### src/rtl/plat_pkg.sv
// Shared types and constants for the platform type generator.
// Per-level cumulative draw thresholds live here.
package plat_pkg;

  typedef enum logic [2:0] {
    GREEN  = 3'b000,
    WHITE  = 3'b001,
    BLUE   = 3'b010,
    YELLOW = 3'b011,
    BROWN  = 3'b100
  } plat_type_t;

  typedef enum logic [1:0] {
    S_IDLE,
    S_CALC,
    S_ISSUE
  } plat_state_t;

  localparam logic [15:0] LFSR_MASK = 16'hB400;
  localparam logic [1:0] MAX_NONGREEN = 2'd3;

  // Exclusive upper bounds, indexed by level (element 0 = L0)
  localparam logic [3:0][7:0] THR_G =
    {8'd24, 8'd40, 8'd64, 8'd96};
  localparam logic [3:0][7:0] THR_W =
    {8'd56, 8'd72, 8'd88, 8'd112};
  localparam logic [3:0][7:0] THR_B =
    {8'd96, 8'd104, 8'd112, 8'd128};
  localparam logic [3:0][7:0] THR_Y =
    {8'd112, 8'd116, 8'd120, 8'd128};

  function automatic plat_type_t lookup(
    input logic [6:0] r,
    input logic [1:0] lvl
  );
    logic [7:0] v;
    v = {1'b0, r};
    if (v < THR_G[lvl]) return GREEN;
    if (v < THR_W[lvl]) return WHITE;
    if (v < THR_B[lvl]) return BLUE;
    if (v < THR_Y[lvl]) return YELLOW;
    return BROWN;
  endfunction

endpackage

### src/rtl/plat_lfsr16.sv
// 16-bit right-shifting Galois LFSR with load,
// enable and a guard against the all-zero lock-up state.
module plat_lfsr16
  import plat_pkg::*;
#(
  parameter logic [15:0] SEED = 16'hACE1
) (
  input  logic        Clk,
  input  logic        Reset_n,
  input  logic        en,
  input  logic        load,
  input  logic [15:0] load_val,
  output logic [6:0]  rnd
);

  localparam logic [15:0] SEED_NZ =
    (SEED == 16'h0) ? 16'h0001 : SEED;

  logic [15:0] q;

  always_ff @(posedge Clk or negedge Reset_n) begin
    if (!Reset_n) begin
      q <= SEED_NZ;
    end else if (load) begin
      q <= (load_val == 16'h0) ? 16'h0001 : load_val;
    end else if (en) begin
      q <= (q >> 1) ^ (q[0] ? LFSR_MASK : 16'h0);
    end
  end

  assign rnd = q[6:0];

endmodule

### src/rtl/plat_type_gen.sv
// Platform type generator: LFSR draw, level-weighted
// lookup and playability constraints, one strobe per spawn.
module plat_type_gen
  import plat_pkg::*;
#(
  parameter logic [15:0] LFSR_SEED = 16'hACE1,
  parameter logic [15:0] LVL_STEP  = 16'd500
) (
  input  logic        Clk,
  input  logic        Reset_n,
  input  logic        spawn_req,
  input  logic        score_tick,
  input  logic        freeze,
  input  logic        lfsr_load,
  input  logic [15:0] lfsr_val,
  output logic [2:0]  type_trigger,
  output logic        type_valid,
  output logic [1:0]  level,
  output logic        req_drop
);

  plat_state_t state, state_nxt;
  plat_type_t  type_q, calc_type, draw;

  logic [6:0]  lfsr_rnd;
  logic [6:0]  sample;
  logic [6:0]  r_q;
  logic        pending;
  logic        prev_brown;
  logic [1:0]  ng_cnt;
  logic [15:0] score_cnt;
  logic        take;

  plat_lfsr16 #(
    .SEED(LFSR_SEED)
  ) u_lfsr (
    .Clk      (Clk),
    .Reset_n  (Reset_n),
    .en       (!freeze),
    .load     (lfsr_load),
    .load_val (lfsr_val),
    .rnd      (lfsr_rnd)
  );

  assign sample = lfsr_load ? lfsr_val[6:0] : lfsr_rnd;
  assign take   = spawn_req || pending;

  always_ff @(posedge Clk or negedge Reset_n) begin
    if (!Reset_n) state <= S_IDLE;
    else          state <= state_nxt;
  end

  always_comb begin
    state_nxt = state;
    if (!freeze) begin
      unique case (state)
        S_IDLE:  if (take) state_nxt = S_CALC;
        S_CALC:  state_nxt = S_ISSUE;
        S_ISSUE: state_nxt = S_IDLE;
        default: state_nxt = S_IDLE;
      endcase
    end
  end

  always_comb begin
    type_valid = (state == S_ISSUE) && !freeze;
  end

  always_comb begin
    draw = lookup(r_q, level);
    calc_type = draw;
    if (ng_cnt == MAX_NONGREEN) begin
      calc_type = GREEN;
    end else if (prev_brown && draw == BROWN) begin
      calc_type = GREEN;
    end
  end

  always_ff @(posedge Clk or negedge Reset_n) begin
    if (!Reset_n) begin
      r_q        <= '0;
      pending    <= 1'b0;
      req_drop   <= 1'b0;
      type_q     <= GREEN;
      prev_brown <= 1'b0;
      ng_cnt     <= '0;
    end else if (!freeze) begin
      if (state == S_IDLE) begin
        if (take) begin
          r_q <= sample;
          // a fresh request colliding with the pending one stays queued
          pending <= spawn_req && pending;
        end
      end else if (spawn_req) begin
        if (!pending) pending  <= 1'b1;
        else          req_drop <= 1'b1;
      end
      if (state == S_CALC) begin
        type_q <= calc_type;
      end
      if (state == S_ISSUE) begin
        prev_brown <= (type_q == BROWN);
        if (type_q == GREEN)
          ng_cnt <= '0;
        else if (ng_cnt != MAX_NONGREEN)
          ng_cnt <= ng_cnt + 2'd1;
      end
    end
  end

  always_ff @(posedge Clk or negedge Reset_n) begin
    if (!Reset_n) begin
      score_cnt <= '0;
      level     <= '0;
    end else if (score_tick && !freeze) begin
      if (score_cnt == LVL_STEP - 16'd1) begin
        score_cnt <= '0;
        if (level != 2'd3) level <= level + 2'd1;
      end else begin
        score_cnt <= score_cnt + 16'd1;
      end
    end
  end

  assign type_trigger = type_q;

endmodule

### config.mk
export PLATFORM = sky130hd
export DESIGN_NAME = plat_type_gen
export DESIGN_NICKNAME = d
export VERILOG_FILES = /design/src/rtl/plat_pkg.sv /design/src/rtl/plat_lfsr16.sv /design/src/rtl/plat_type_gen.sv
export SDC_FILE = /design/constraint.sdc
export NUM_CORES = 1
export LEC_CHECK = 0
export CAP_MARGIN = 20
export CORE_MARGIN = 3
export CORE_UTILIZATION = 33
export CTS_CLUSTER_DIAMETER = 30
export DETAILED_ROUTE_END_ITERATION = 12
export GPL_ROUTABILITY_DRIVEN = 1
export PLACE_DENSITY_LB_ADDON = 0.2
export SETUP_SLACK_MARGIN = 0.1
export SLEW_MARGIN = 10
export SYNTH_ARGS = -nofsm -noshare
export SYNTH_HDL_FRONTEND = slang
export SYNTH_SLANG_ARGS = --single-unit
### constraint.sdc
create_clock -name Clk -period 2.5 [get_ports Clk]
set_input_delay 0.25 -clock Clk [delete_from_list [all_inputs] [get_ports Clk]]
set_output_delay 0.25 -clock Clk [all_outputs]
set_load 0.03 [all_outputs]
==> results.cfg <==
[outcome]
status = complete, no violations

[logic_synthesis]
synth_area_sq_mm = 0.00266
synth_commonest_cells = dfrtp_1, nand2_1, nor2_1, o21ai_0, ha_1
synth.most_common_cell = dfrtp_1
syn_nets = 311
synth_top_area_frac = 0.386
synthTopCellsByArea = dfrtp_1, dfstp_2, ha_1
synth.distinct_cells = 42
synthCells = 273
yosys.area.top_type = dfrtp_1
avgSynthCellArea_sq_um = 9.73
yosysSeqAreaShare = 0.465
ys.flop_type = dfrtp_1
async_flop_share = 1.00
yosysWarnings = 0
synth_edf_count = 0
ys_ff_latch = 49

[global_routing]
grt_pass1_wl_mm = 9.05
gr-total-overflow = 0
grt_antenna_before_repair = 0
grt_pass1_vias = 1956
grt_max_degree = 50
track_usage = 0.124

[die]
die_w_microns = 95.7
core-area_sq_mm = 0.00777
initial_core_util = 0.342
fp-row-count = 32
io-pin-count = 29
die_h_microns = 95.7
dieArea_sq_mm = 0.00917

[drt]
drc = 0
avgViaCountPerCell = 4.85
drtPass1Iterations = 4
wl_per_cell_microns = 12.5
vias = 1975
drtAntennaViolNets = 0
wirelength_mm = 5.09
drtIter0Drc = 134

[timing]
max_freq_mhz = 485
finalSetupViolations = 0
finalCritPeriodShare = 0.824
worst-slew-pin-transition_ns = 0.572
finClkSkew_ns = 0.0118
slew_headroom = 0.618
timing.final.crit_period_ns = 2.06
rsz0062_at_grt = false
slew_violations = 0
worst_slack_ns = 0.440
finalSetupTns_ns = 0
hold_violations = 0

[cells_and_area]
fin_area_sq_mm = 0.00317
multi_input_area_sq_mm = 0.00134
finalCoreUtilization = 0.408
antennaDiodeCount = 0
final_net_count = 342
seq_area_sq_mm = 0.00124
drive_gt1_frac = 0.0951
num-fill-cells = 806
areaGrowthSynthToFinish_pct = 19.2

[place]
place_congestion = 0.752
place_area_sq_mm = 0.00306
dp_hpwl_mm = 3.79
io_buffers = 28
dp_slack_ns = 0.359

[cts]
cts_tree = done
clk_latency_ns = 0.31
postCtsSetupBuffers = 0
cts_buffers = 5
h-tree-depth = 2
cts_buffer_depth = 2
clkTransAtPathRegs_ns = 0.11
root_buffer = clkbuf_8
cts_sinks = 49

[critical_path]
start_kind = flip-flop
path_class = reg -> reg
crit_fanout = 7
required_ns = 2.72
critPathArrivalTime_ns = 2.28
end_kind = flip-flop

[pwr]
power_mw = 2.30
p_leak_nw = 1.40
vdd_drop_max_mv = 0.257
power.density_mw_per_mm2 = 726

[job]
maxCapViolations = 0

[min_path]
worstHoldPathType = in -> async
-- worst max-delay path, stage by stage, from the launching register on --
cell and delay, ns:
dfrtp_1 0.46, ha_1 0.22, inv_1 0.08, ha_1 0.27
a2111oi_0 0.10, a2111oi_1 0.56, nand2_1 0.12, o21ai_0 0.18
-- final timing paths --
path                                  from               to  slack (ns)  cells past startpoint
worst max register to register    level[1]  type_trigger[2]        0.44                      7
worst max-delay path              level[1]  type_trigger[2]        0.44                      7
worst min-delay path               Reset_n     score_cnt[2]        0.44                      3
worst min register to register  prev_brown       prev_brown        0.48                      2
max in group asynchronous          Reset_n      u_lfsr.q[5]        1.76                      3
min in group Clk                prev_brown       prev_brown        0.48                      2
-- final cells by class --
type                    count  area share
clock buffers               5      0.0217
repair buffers             34       0.105
multi-input cells         204       0.422
inverters                  10      0.0119
flip-flops and latches     49       0.390
clock inverters             3     0.00830
well taps                 102      0.0403
-- logic make-up (layout without fill, tap and decap cells) --
| logic type | count (synthesis) | after routing | share of synthesized area |
|---|---|---|---|
| flip-flops | 49 | 49 | 0.465 |
| XOR/XNOR | 17 | 17 | 0.0560 |
| buffers and inverters | 20 | 52 | 0.0320 |
| AND/OR/NAND/NOR | 106 | 106 | 0.205 |
| AO/OA/AOI/OAI | 52 | 52 | 0.118 |
| multiplexers | 13 | 13 | 0.0490 |
| adder cells (fa/ha/maj) | 16 | 16 | 0.0753 |
-- power by group --
group          switching [mW]  internal [mW]  leakage (nW)
combinational           0.335          0.318         0.762
clock                   0.289          0.204        0.0423
sequential              0.192          0.962         0.590
total                   0.815           1.48          1.40
-- registers in the layout, summed over array words and instances, names as in the netlist --
name          flops
level             2
ng_cnt            2
pending           1
prev_brown        1
r_q               5
req_drop          1
score_cnt        16
state             2
type_trigger      3
u_lfsr.q         16
-- routing by layer --
layer  GRT usage  share of wire  vias up
met1       0.170           0.48      929
met2       0.200           0.48       31
met3      0.0266          0.033        2
met5           0              0        -
met4      0.0320         0.0059        0
li1            -              -     1013
-- timing repair --
action / CTS / global route
gates resized for setup: 0 / 1
endpoints found under the hold margin: 41 / 0
hold buffers: 1 / 0
endpoints found under the setup margin: 0 / 2
-- metrics by stage --
step	hold WS (ns)	cells
floorplan	-0.0456	273
global placement	0.262	398
detailed placement	0.259	398
CTS	0.447	407
global route	0.475	407
finish	0.441	407
-- layout by cell type (no fill, tap or decap), types with 2 or more instances in the layout --
cell / instances
dfrtp_1: 41
nand2_1: 36
clkdlybuf4s50_1: 26
o21ai_0: 22
nor2_1: 22
ha_1: 16
mux2i_1: 13
nand2b_1: 11
xnor2_1: 11
inv_1: 10
a21oi_1: 8
dfstp_2: 8
nand3_1: 7
a31oi_1: 6
nor3_1: 6
xor2_1: 6
nor4_1: 5
clkbuf_8: 5
buf_4: 5
nor2b_1: 4
o211ai_1: 3
nand4_1: 3
a21o_1: 3
o21a_1: 2
or3_1: 2
o22ai_1: 2
clkinvlp_4: 2
Note: power is estimated with default switching activity, not from simulation.
